--- config.mk ---
export PLATFORM = sky130hd
export DESIGN_NAME = pulse_dispenser
export DESIGN_NICKNAME = d
export VERILOG_FILES = /design/src/rtl/accel_pkg.sv /design/src/rtl/pulse_gap_timer.sv /design/src/rtl/pulse_dispenser.sv
export SDC_FILE = /design/constraint.sdc
export NUM_CORES = 1
export LEC_CHECK = 0
export BUFFER_PORTS_ARGS = -buffer_cell sky130_fd_sc_hd__buf_2
export CAP_MARGIN = 20
export CORE_ASPECT_RATIO = 1.25
export CORE_MARGIN = 5
export CORE_UTILIZATION = 60
export CTS_BUF_LIST = sky130_fd_sc_hd__clkbuf_8
export DETAILED_ROUTE_END_ITERATION = 10
export PLACE_DENSITY_LB_ADDON = 0.1
export SYNTH_ARGS = -nofsm -noshare
export SYNTH_HDL_FRONTEND = slang
export SYNTH_SLANG_ARGS = --single-unit
--- constraint.sdc ---
create_clock -name clk -period 3.2 [get_ports clk]
set_input_delay 0.32 -clock clk [delete_from_list [all_inputs] [get_ports clk]]
set_output_delay 0.32 -clock clk [all_outputs]
set_load 0.03 [all_outputs]
--- src/rtl/accel_pkg.sv ---
// accel_pkg: shared state encoding and default widths for the strobe generators
package accel_pkg;

   localparam int PD_CNT_W = 8;
   localparam int PD_GAP_W = 4;

   typedef enum logic [1:0] {
      PD_IDLE  = 2'd0,
      PD_PULSE = 2'd1,
      PD_GAP   = 2'd2
   } pd_state_e;

endpackage

--- src/rtl/pulse_gap_timer.sv ---
// pulse_gap_timer: loadable down-counter that flags the last cycle of a programmed interval
module pulse_gap_timer #(
   parameter int W = 4
) (
   input  logic         clk,
   input  logic         rstn,
   input  logic         load_i,
   input  logic [W-1:0] load_val_i,
   input  logic         en_i,
   output logic         expire_o
);

   logic [W-1:0] cnt_q, cnt_d;

   // expire marks the final counting cycle so the caller can leave on the next edge
   assign expire_o = en_i && (cnt_q == W'(1));

   // load wins over counting; the counter parks at zero rather than wrapping
   always_comb begin
      cnt_d = load_i ? load_val_i : (en_i && cnt_q != '0) ? cnt_q - 1'b1 : cnt_q;
   end

   // counter register
   always_ff @(posedge clk or negedge rstn) begin
      if (!rstn) cnt_q <= '0;
      else       cnt_q <= cnt_d;
   end

endmodule

--- src/rtl/pulse_dispenser.sv ---
// pulse_dispenser: emits N single-cycle pulses spaced gap+1 cycles apart per accepted request
module pulse_dispenser
   import accel_pkg::*;
#(
   parameter int CNT_W = PD_CNT_W,
   parameter int GAP_W = PD_GAP_W
) (
   input  logic             clk,
   input  logic             rstn,
   input  logic             req_valid,
   output logic             req_ready,
   input  logic [CNT_W-1:0] req_count,
   input  logic [GAP_W-1:0] req_gap,
   input  logic             abort,
   output logic             pulse_out,
   output logic             busy,
   output logic             done,
   output logic [CNT_W-1:0] emitted
);

   pd_state_e        state_q, state_d;
   logic [CNT_W-1:0] remaining_q, remaining_d;
   logic [CNT_W-1:0] emitted_q, emitted_d;
   logic [GAP_W-1:0] gap_q, gap_d;
   logic             done_q, done_d;
   logic             accept;
   logic             tmr_load;
   logic             tmr_expire;

   // outputs decode registered state only, so no input reaches them combinationally
   assign pulse_out = (state_q == PD_PULSE);
   assign busy      = (state_q != PD_IDLE);
   assign done      = done_q;
   assign emitted   = emitted_q;
   assign req_ready = (state_q == PD_IDLE) && !abort;
   assign accept    = req_valid && req_ready;

   pulse_gap_timer #(
      .W(GAP_W)
   ) u_gap_timer (
      .clk       (clk),
      .rstn      (rstn),
      .load_i    (tmr_load),
      .load_val_i(gap_q),
      .en_i      (state_q == PD_GAP),
      .expire_o  (tmr_expire)
   );

   // next-state logic: abort beats everything, a zero-count request completes at once
   always_comb begin
      state_d     = state_q;
      remaining_d = remaining_q;
      gap_d       = gap_q;
      emitted_d   = emitted_q;
      done_d      = 1'b0;
      tmr_load    = 1'b0;
      case (state_q)
         PD_IDLE: begin
            if (accept) begin
               emitted_d = '0;
               if (req_count != '0) begin
                  remaining_d = req_count;
                  gap_d       = req_gap;
                  state_d     = PD_PULSE;
               end else begin
                  done_d = 1'b1;
               end
            end
         end
         PD_PULSE: begin
            emitted_d   = emitted_q + 1'b1;
            remaining_d = remaining_q - 1'b1;
            if (abort) begin
               state_d = PD_IDLE;
            end else if (remaining_q == CNT_W'(1)) begin
               state_d = PD_IDLE;
               done_d  = 1'b1;
            end else if (gap_q != '0) begin
               state_d  = PD_GAP;
               tmr_load = 1'b1;
            end
         end
         PD_GAP: begin
            state_d = abort ? PD_IDLE : tmr_expire ? PD_PULSE : PD_GAP;
         end
         default: state_d = PD_IDLE;
      endcase
   end

   // state and counter registers; reset drops any burst without a done strobe
   always_ff @(posedge clk or negedge rstn) begin
      if (!rstn) begin
         state_q     <= PD_IDLE;
         remaining_q <= '0;
         emitted_q   <= '0;
         gap_q       <= '0;
         done_q      <= 1'b0;
      end else begin
         state_q     <= state_d;
         remaining_q <= remaining_d;
         emitted_q   <= emitted_d;
         gap_q       <= gap_d;
         done_q      <= done_d;
      end
   end

endmodule

==> summary.md <==
| Metric | Value |
|---|---|
| Status | finished clean |
| Reg area | 676 sq um |
| Clock buffer depth | 2 |
| Final Hold Fails | 0 |
| Fin area | 0.00169 sq mm |
| Routed WL | 3450 um |
| Placed Area | 0.00165 sq mm |
| Worst Max-Slew Pin Slew | 853 ps |
| ANT nets after route | 0 |
| Yosys top cell area share | roughly 45% |
| Worst path bufs/invs | 2 |
| Library cells used by synthesis | 41 |
| Share of flip-flops with an asynchronous set or reset | 100% |
| Comb pwr share | 45.0% |
| Clock Sinks | 27 |
| Die W | 54.8 um |
| Worst Skew | 2.98 ps |
| Filler cell count | a little over 200 |
| Crit path DAT | 1780 ps |
| Req. time, crit path | 2880 ps |
| Worst Setup End Kind | output port |
| Clock power share | approximately an eighth |
| Layout cell share with drive strength beyond 1 | about a fifth |
| Crit-path cells | nand2b_1 > inv_1 > buf_2 |
| CTS tree | built |
| Min setup slack post-route | between 1000 and 1500 ps |
| Average wire per standard cell | 15.7 um |
| Static Leak | roughly 0.80 nW |
| CP peak stage delay | 500 ps |
| Reg2Reg Depth | 4 |
| Fmax | 476 MHz |
| Number of global-route vias before repair | 1405 |
| Post-cts sizing count | 0 |
| Die outline height | 66.0 um |
| Hold_buf cts | 0 |
| Max-slew violation count | 0 |
| Worst-skew pair later-pin latency | 270 ps |
| Flops & latches, synth | 27 |
| Die Area | approximately 0.0036 sq mm |
| Via count | about 1300 |
| Initial antenna violation count | 0 |
| HPWL Detailed | between 2000 and 3000 um |
| Post-route clock period utilization | 65.7% |
| Post-Syn Instances | 162 |
| Initial DRT Pass Iterations | 4 |
| P_sw | 0.689 mW |
| Std cell rows | 20 |
| Largest net degree at the start of global routing | 28 |
| Yosys top cell by area | dfrtp_1 |
| Number of vias per cell | 6.03 |
| Post-CTS Repair Setup Buffers | 0 |
| Max-Cap Viols | 0 |
| Min Clock Period, post-route | 2100 ps |
| Yosys warnings | 0 |
| CTS H-tree depth | 1 |
| Mapped cell area | 0.00151 sq mm |
| Sequential fraction of design power | between 40% and 50% |
| PD cells | 892 mW/mm^2 |
| Post-route DRC | 0 |
| Cell Int Power | 0.822 mW |
| Critical-path top delay cell | dfrtp_1 |
| Reg-to-reg slack, setup | approximately 1100 ps |
| Port bufs | 27 |
| Cts bufs inserted | 3 |
| Critical R2R Launch | state_q[1] |
| Root buffer cell | clkbuf_8 |
| Top-count cell post-synth | dfrtp_1 |
| R2r endpoint | u_gap_timer.cnt_q[2] |
| Critical Path Stages | 3 |
| GPL Wtd Cong | 0.815 |
| CP delay by family, top | buffers and inverters |
| Tot Pwr | about 1.5 mW |
| # IOs | 28 |
| RSZ-0062 raised after global routing | false |
| Max FO, Critical Path | 11 |
| Max VDD drop | 0.000563 V |
| Inserted Diodes | 0 |
| Slew margin rel. | roughly 43% |
| GRT overflow | 0 |
| Area of the multi-input gates | 766 sq um |
| Endpoints failing setup | 0 |
| Sequential element share of the synthesized area | 44.9% |
| Nets | approximately 210 |
| Wire length of the first global-routing pass | 6160 um |
| Mapped Nets | 183 |
| Crit path launch type | flip-flop |
| CP Class | flip-flop to output port |
| Post-synth EDFFs | 0 |
| CP Launch Point | state_q[1] |
| Clock Pin Slew Worst Setup and Hold Paths | 90 ps |
| Sw frac | 45.6% |
| Core Area | 0.00243 sq mm |
| Top FF cell, synth | dfrtp_1 |
| Dpl ws | between 1000 and 1500 ps |
| Starting Density | 62.1% |
| Mean cell area of the mapped netlist | about 9.3 sq um |
| GRT Util Overall | 23.1% |
| Top cells by area, synth | dfrtp_1, nand2_1, nor2_1, ha_1, nand3_1 |
| Top cells by count, synth | dfrtp_1, nand2_1, nor2_1 |
| Worst min path class | primary input to asynchronous set/reset pin |
| Setup tns final | 0 ps |
| Area delta synth->final | 12.4% |
| End point of the critical path | pulse_out |
| DRT iter0 DRCs | 41 |
## kinds of logic (layout without fill, tap and decap cells)
logic type               count (synthesis)  count (layout)  synth area share, %
buffers and inverters                   14              39                 4.32
XOR/XNOR                                 3               3                 1.74
AND/OR/NAND/NOR                         72              72                 25.4
adder cells (fa/ha/maj)                  5               5                 4.15
flip-flops                              27              27                 44.9
AO/OA/AOI/OAI                           41              41                 19.5
## cell type report
type | count | area share, %
timing repair buffer | 27 | 7.98
sequential | 27 | 39.9
clock buffer | 3 | 2.44
clock inverter | 1 | 0.222
tap | 33 | 2.44
inverter | 8 | 1.77
multi-input combinational | 121 | 45.2
## how the worst min path moves through the flow
stage / from / to / slack [ps]
6_report: rstn / emitted[3] / 40
5_1_grt: rstn / emitted[0] / 80
4_1_cts: rstn / emitted[3] / 60
3_5_place_dp: rstn / emitted[3] / 360
3_3_place_gp: rstn / emitted[2] / 340
2_1_floorplan: rstn / done / 20
## flip-flops by register name (all words and copies together), names as in the netlist
signal and cells:
emitted 8, remaining_q 8, gap_q 4, u_gap_timer.cnt_q 4
state_q 2, done 1
## power by group through the flow
stage | clock network [mW] | registers [mW] | logic (mW)
floorplan | 0 | 0.618 | 0.522
detailed placement | 0 | 0.642 | 0.678
finish | 0.190 | 0.640 | 0.680
CTS | 0.194 | 0.636 | 0.682
global placement | 0 | 0.633 | 0.652
global route | 0.213 | 0.666 | 0.768
## through the flow
step                cells  hold WS (ps)  utilization [%]
global route          220          84.3             69.7
floorplan             162          24.4                -
CTS                   220          59.3             69.7
finish                220          37.0             69.7
detailed placement    216           361             67.9
global placement      216           343             67.9
## cell usage in the layout, fill, tap and decap left out, types with 2 or more instances in the layout
cell      instances
dfrtp_1          27
buf_2            27
nand2_1          19
nor2_1           17
nand3_1          12
o21ai_0          11
inv_1             9
a21oi_1           9
ha_1              5
a221o_1           4
nand4_1           4
nor3_1            3
xnor2_1           3
a31oi_1           3
clkbuf_8          3
nand2b_1          2
nor4_2            2
nor4_1            2
o31ai_1           2
o311ai_0          2
and3_1            2
## per-layer routing
| layer | track usage, % | vias to the layer above | share of wire, % |
|---|---|---|---|
| met3 | 3.16 | 5 | 5.8 |
| met4 | 8.41 | 0 | 1.4 |
| met2 | 39.5 | 39 | 51 |
| met5 | 0 | - | 0 |
| li1 | - | 643 | - |
| met1 | 28.6 | 639 | 41 |
(Power assumes the default switching activity.)
